### src/rtl/synchronous_fifo_pkg.sv
`default_nettype none
// +----------------------------------------------------------------------+
// | synchronous_fifo_pkg                                                 |
// | Shared status-flag type and occupancy decode for synchronous_fifo.   |
// | Revision: 1.0                                                        |
// +----------------------------------------------------------------------+
package synchronous_fifo_pkg;

  typedef struct packed {
    logic empty;
    logic almostempty;
    logic almostfull;
    logic full;
  } fifo_flags_t;

  function automatic fifo_flags_t decode_flags(input int unsigned num, input int unsigned depth);
    fifo_flags_t f;
    f.empty       = (num == 32'd0);
    f.almostempty = (num == 32'd1);
    f.almostfull  = (num == depth - 32'd1);
    f.full        = (num == depth);
    return f;
  endfunction

endpackage
`default_nettype wire

### src/rtl/synchronous_fifo_mem.sv
`default_nettype none
// +----------------------------------------------------------------------+
// | synchronous_fifo_mem                                                 |
// | Dual-port register array: one write port, one registered read port.  |
// | Revision: 1.0                                                        |
// +----------------------------------------------------------------------+
module synchronous_fifo_mem #(
  parameter int DWIDTH = 16,
  parameter int AWIDTH = 4
) (
  input  logic              clk,
  input  logic              reset,
  input  logic              we,
  input  logic [AWIDTH-1:0] waddr,
  input  logic [DWIDTH-1:0] wdata,
  input  logic              re,
  input  logic [AWIDTH-1:0] raddr,
  output logic [DWIDTH-1:0] rdata
);

  localparam int c_depth = 2 ** AWIDTH;

  logic [DWIDTH-1:0] mem_q [c_depth];
  logic [DWIDTH-1:0] mem_d [c_depth];
  logic [DWIDTH-1:0] rdata_q;
  logic [DWIDTH-1:0] rdata_d;

  always_comb begin
    mem_d = mem_q;
    if (we) begin
      mem_d[waddr] = wdata;
    end
  end

  // Storage is intentionally left unreset; only the read register is cleared.
  always_ff @(posedge clk) begin
    mem_q <= mem_d;
  end

  // Reading mem_q (not mem_d) returns the old word when the same slot is rewritten.
  always_comb begin
    rdata_d = re ? mem_q[raddr] : rdata_q;
  end

  always_ff @(posedge clk or negedge reset) begin
    if (!reset) begin
      rdata_q <= '0;
    end else begin
      rdata_q <= rdata_d;
    end
  end

  assign rdata = rdata_q;

endmodule
`default_nettype wire

### src/rtl/synchronous_fifo.sv
`default_nettype none
// +----------------------------------------------------------------------+
// | synchronous_fifo                                                     |
// | Single-clock FIFO with occupancy count and empty/full status flags.  |
// | Revision: 1.0                                                        |
// +----------------------------------------------------------------------+
module synchronous_fifo
  import synchronous_fifo_pkg::*;
#(
  parameter int DWIDTH = 16,
  parameter int AWIDTH = 4,
  parameter int DEPTH  = 2 ** AWIDTH
) (
  input  logic              clk,
  input  logic              reset,
  input  logic [DWIDTH-1:0] in,
  input  logic              push,
  input  logic              pop,
  output logic [DWIDTH-1:0] out,
  output logic [AWIDTH:0]   num,
  output logic              empty,
  output logic              almostempty,
  output logic              almostfull,
  output logic              full
);

  localparam logic [AWIDTH-1:0] c_ptr_one = AWIDTH'(1);
  localparam logic [AWIDTH:0]   c_num_one = (AWIDTH + 1)'(1);

  logic [AWIDTH-1:0] wp_q, wp_d;
  logic [AWIDTH-1:0] rp_q, rp_d;
  logic [AWIDTH:0]   num_q, num_d;
  logic              w_push_ok;
  logic              w_pop_ok;
  fifo_flags_t       w_flags;

  // Flags come only from the count register, so no input reaches an output combinationally.
  assign w_flags = decode_flags(32'(num_q), 32'(DEPTH));

  // A full FIFO still accepts a push when a pop frees a slot on the same edge.
  assign w_push_ok = push & (~w_flags.full | pop);
  assign w_pop_ok  = pop & ~w_flags.empty;

  always_comb begin
    wp_d  = wp_q;
    rp_d  = rp_q;
    num_d = num_q;
    if (w_push_ok) begin
      wp_d = wp_q + c_ptr_one;
    end
    if (w_pop_ok) begin
      rp_d = rp_q + c_ptr_one;
    end
    if (w_push_ok && !w_pop_ok) begin
      num_d = num_q + c_num_one;
    end else if (w_pop_ok && !w_push_ok) begin
      num_d = num_q - c_num_one;
    end
  end

  always_ff @(posedge clk or negedge reset) begin
    if (!reset) begin
      wp_q  <= '0;
      rp_q  <= '0;
      num_q <= '0;
    end else begin
      wp_q  <= wp_d;
      rp_q  <= rp_d;
      num_q <= num_d;
    end
  end

  synchronous_fifo_mem #(
    .DWIDTH (DWIDTH),
    .AWIDTH (AWIDTH)
  ) u_mem (
    .clk   (clk),
    .reset (reset),
    .we    (w_push_ok),
    .waddr (wp_q),
    .wdata (in),
    .re    (w_pop_ok),
    .raddr (rp_q),
    .rdata (out)
  );

  assign num         = num_q;
  assign empty       = w_flags.empty;
  assign almostempty = w_flags.almostempty;
  assign almostfull  = w_flags.almostfull;
  assign full        = w_flags.full;

endmodule
`default_nettype wire

### config.mk
export PLATFORM = sky130hd
export DESIGN_NAME = synchronous_fifo
export DESIGN_NICKNAME = d
export VERILOG_FILES = /design/src/rtl/synchronous_fifo_pkg.sv /design/src/rtl/synchronous_fifo_mem.sv /design/src/rtl/synchronous_fifo.sv
export SDC_FILE = /design/constraint.sdc
export NUM_CORES = 1
export LEC_CHECK = 0
export ABC_CLOCK_PERIOD_IN_PS = 7500
export BUFFER_PORTS_ARGS = -buffer_cell sky130_fd_sc_hd__buf_2
export CORE_ASPECT_RATIO = 2
export CORE_MARGIN = 1.5
export CORE_UTILIZATION = 40
export CTS_BUF_LIST = sky130_fd_sc_hd__clkbuf_8
export CTS_CLUSTER_DIAMETER = 80
export DETAILED_ROUTE_END_ITERATION = 16
export SYNTH_ARGS = -nofsm -noshare
export SYNTH_HDL_FRONTEND = slang
export SYNTH_SLANG_ARGS = --single-unit
export TNS_END_PERCENT = 100
### constraint.sdc
create_clock -name clk -period 7.5 [get_ports clk]
set_input_delay 0 -clock clk [delete_from_list [all_inputs] [get_ports clk]]
set_output_delay 0 -clock clk [all_outputs]
set_load 0.005 [all_outputs]
==> flow_summary.json <==
{
  "synth_top_cells_by_area": "edfxtp_1 (69%), mux4_2 (13%), dfrtp_1 (6.5%), mux2i_1 (3.0%), o221ai_2 (1.3%)",
  "coreArea_um2": 27500,
  "swShare": 0.310,
  "h-tree-depth": 2,
  "drive_above_1_share": 0.321,
  "endpoint_kind": "flop",
  "viasPerCell": 5.43,
  "syn_inst": 522,
  "vdd_drop_max_mv": 0.147,
  "clk_pin_slew_ns": 0.08,
  "start_kind": "flop",
  "die_h_um": 240,
  "clock_skew_ns": 0.0225,
  "drc": 0,
  "r2r-end": "u_mem.rdata[4]",
  "dr.first_iter.drc_count": 357,
  "grt-ovfl-total": 0,
  "power_leakage_nw": 4.30,
  "pwr-share-comb": 0.283,
  "max-slew-margin-rel": 0.127,
  "dr.pass1.iters": 4,
  "r2r-start": "num[0]",
  "io_buffer_count": 44,
  "fin_cells": 992,
  "cts_resized": 0,
  "grt_pass1_vias": 5915,
  "place_ws_ns": 4.52,
  "hpwlAfterDp_um": 14000,
  "grt_max_degree": 66,
  "switching_power_mw": 1.37,
  "fin_ws_ns": 4.51,
  "p_int_mw": 3.06,
  "netlist.area_leader.share": 0.687,
  "cts_tree": "done",
  "dp_cells": 905,
  "wl_per_cell_um": 25.0,
  "mostFrequentLayoutCell": "edfxtp_1",
  "ys_warn_count": 0,
  "cp_data_required_time_ns": 7.87,
  "synth_nets": 553,
  "crit_arrival_ns": 3.35,
  "rsz0062_at_grt": "no",
  "ys_seq_elements": 285,
  "setup_tns_ns": 0,
  "drv_cap": 0,
  "ys_types": 35,
  "cts_root_buffer": "clkbuf_8",
  "r2r_cells": 6,
  "critPathKind": "flop to flop",
  "fin_nets": 643,
  "setup_viol": 0,
  "outcome": "finished clean",
  "wl_um": 24800,
  "die_area_um2": 29000,
  "cts_made_buffers": 38,
  "drtAntennaViolNets": 0,
  "power_density_nw_per_um2": 348,
  "gp_congestion": 0.754,
  "seqPwrFrac": 0.479,
  "tightest_slew_ns": 1.31,
  "syn_area_um2": 11200,
  "clk_path_buf_depth": 3,
  "synth_largest_area_cell": "edfxtp_1",
  "layout_min_cycle_time_ns": 2.99,
  "pin_count": 45,
  "finalHoldViolCount": 0,
  "critPathMaxFanout": 19,
  "area_growth_pct": 13.7,
  "gr-usage-all-layers": 0.179,
  "synth.avg_cell_area_um2": 21.4,
  "vias": 5383,
  "die_w_um": 121,
  "clock_latency_ns": 0.54,
  "row_count": 86,
  "grt_pass1_wl_um": 37000,
  "cts.sinks": 285,
  "finalMaxSlewViolations": 0,
  "p_clk_frac": 0.238,
  "r2r_setup_slack_ns": 4.51,
  "initial_utilization": 0.406,
  "synth_seq_area_share": 0.752,
  "hp-class": "input pin to async pin",
  "fin_crit_sh": 0.399,
  "max_freq_ghz": 0.335,
  "antenna_found_initial": 1,
  "layout_common_cells": "edfxtp_1 (256), mux4_2 (64), buf_2 (44), clkbuf_8 (40), mux2i_1 (34)"
}
==> per-layer routing <==
layer	GRT usage	vias up	share of wire
met2	0.338	155	0.56
met4	0.0770	0	0.031
met3	0.0264	49	0.054
met1	0.197	2837	0.35
li1	-	2342	-
met5	0	-	0
==> state kept, by name (all words and copies together) (netlist names) <==
register and count:
u_mem.rdata 16, u_mem.mem_q 256, wp_q 4, num 5
rp_q 4
==> power by group through the flow <==
stage                     combinational, mW  clock [mW]  sequential, mW
final                                  1.25        1.06            2.12
after global routing                   1.35        1.15            2.15
after global placement                 1.24           0            2.15
after CTS                              1.28        1.09            2.13
after detailed placement               1.27           0            2.16
after floorplan                       0.976           0            2.06
==> cell usage after synthesis <==
cell and n:
xor2_1 4, nand3_1 2, nand4bb_1 1, o221ai_1 6
o21ai_0 19, nor4b_1 1, ha_1 11, mux2i_1 34
buf_1 2, clkbuf_1 12, or4_1 1, nand2_1 3
buf_12 1, nand4_1 1, buf_4 5, or4b_4 1
a21oi_1 2, mux4_2 64, xnor2_1 6, nand3_2 1
edfxtp_1 256, nor3_1 5, mux2_2 2, inv_1 8
dfrtp_1 29, buf_2 6, o211ai_1 5, nor3b_1 2
o221ai_2 10, buf_6 2, clkinv_2 1, and3_1 2
nand2b_1 2, or3_1 1, nor2_1 14
==> stage by stage <==
step / power [mW] / utilization / hold WS [ns] / instance area (um2)
final: 4.43 / 0.462 / 0.0928 / 12700
after global routing: 4.65 / 0.462 / 0.158 / 12700
after CTS: 4.50 / 0.462 / 0.108 / 12700
after detailed placement: 3.43 / 0.430 / 0.164 / 11900
after global placement: 3.39 / 0.430 / 0.133 / 11900
after floorplan: 3.03 / - / -0.296 / 11200
==> worst max-delay path by stage <==
| stage | end | slack [ns] | cells past startpoint | start |
|---|---|---|---|---|
| final | u_mem.rdata[4] | 4.51 | 6 | num[0] |
| after floorplan | u_mem.mem_q[192] | 4.82 | 5 | num[0] |
| after detailed placement | u_mem.rdata[4] | 4.52 | 6 | num[0] |
| after global routing | u_mem.rdata[15] | 4.37 | 6 | num[0] |
| after CTS | u_mem.rdata[4] | 4.49 | 6 | num[0] |
| after global placement | u_mem.rdata[0] | 4.51 | 6 | num[0] |
==> cell type report <==
| class | instances | area (um2) |
|---|---|---|
| Timing Repair Buffer | 78 | 523 |
| Antenna cell | 1 | 2.50 |
| Multi-Input combinational cell | 200 | 2630 |
| Clock buffer | 40 | 551 |
| Clock inverter | 27 | 121 |
| Fill cell | 2391 | 14800 |
| Tap cell | 352 | 440 |
| Sequential cell | 285 | 8420 |
| Inverter | 9 | 35.0 |
==> kinds of logic after synthesis <==
kind of cell | after synthesis | synth area share
DFF | 285 | 0.752
muxes | 100 | 0.161
AOI/OAI and AO/OA | 42 | 0.0309
buffers and inverters | 37 | 0.0177
and+or+nand+nor | 37 | 0.0181
adders and majority gates | 11 | 0.0123
xor gates and xnor gates | 10 | 0.00783
==> worst max-delay path, cell delays in order, from the launching register on <==
cell,delay [ns]
dfrtp_1,0.47
inv_1,0.11
ha_1,0.18
or4b_4,0.51
clkinv_2,0.31
or3_1,0.97
o221ai_1,0.27
==> what timing repair did <==
| action | CTS | global route |
|---|---|---|
| endpoints found under the setup margin | 0 | 0 |
| hold buffers | 19 | 0 |
| setup buffers | 0 | 0 |
| hold endpoints to repair | 291 | 0 |
Power figures use the tool's default switching activity.
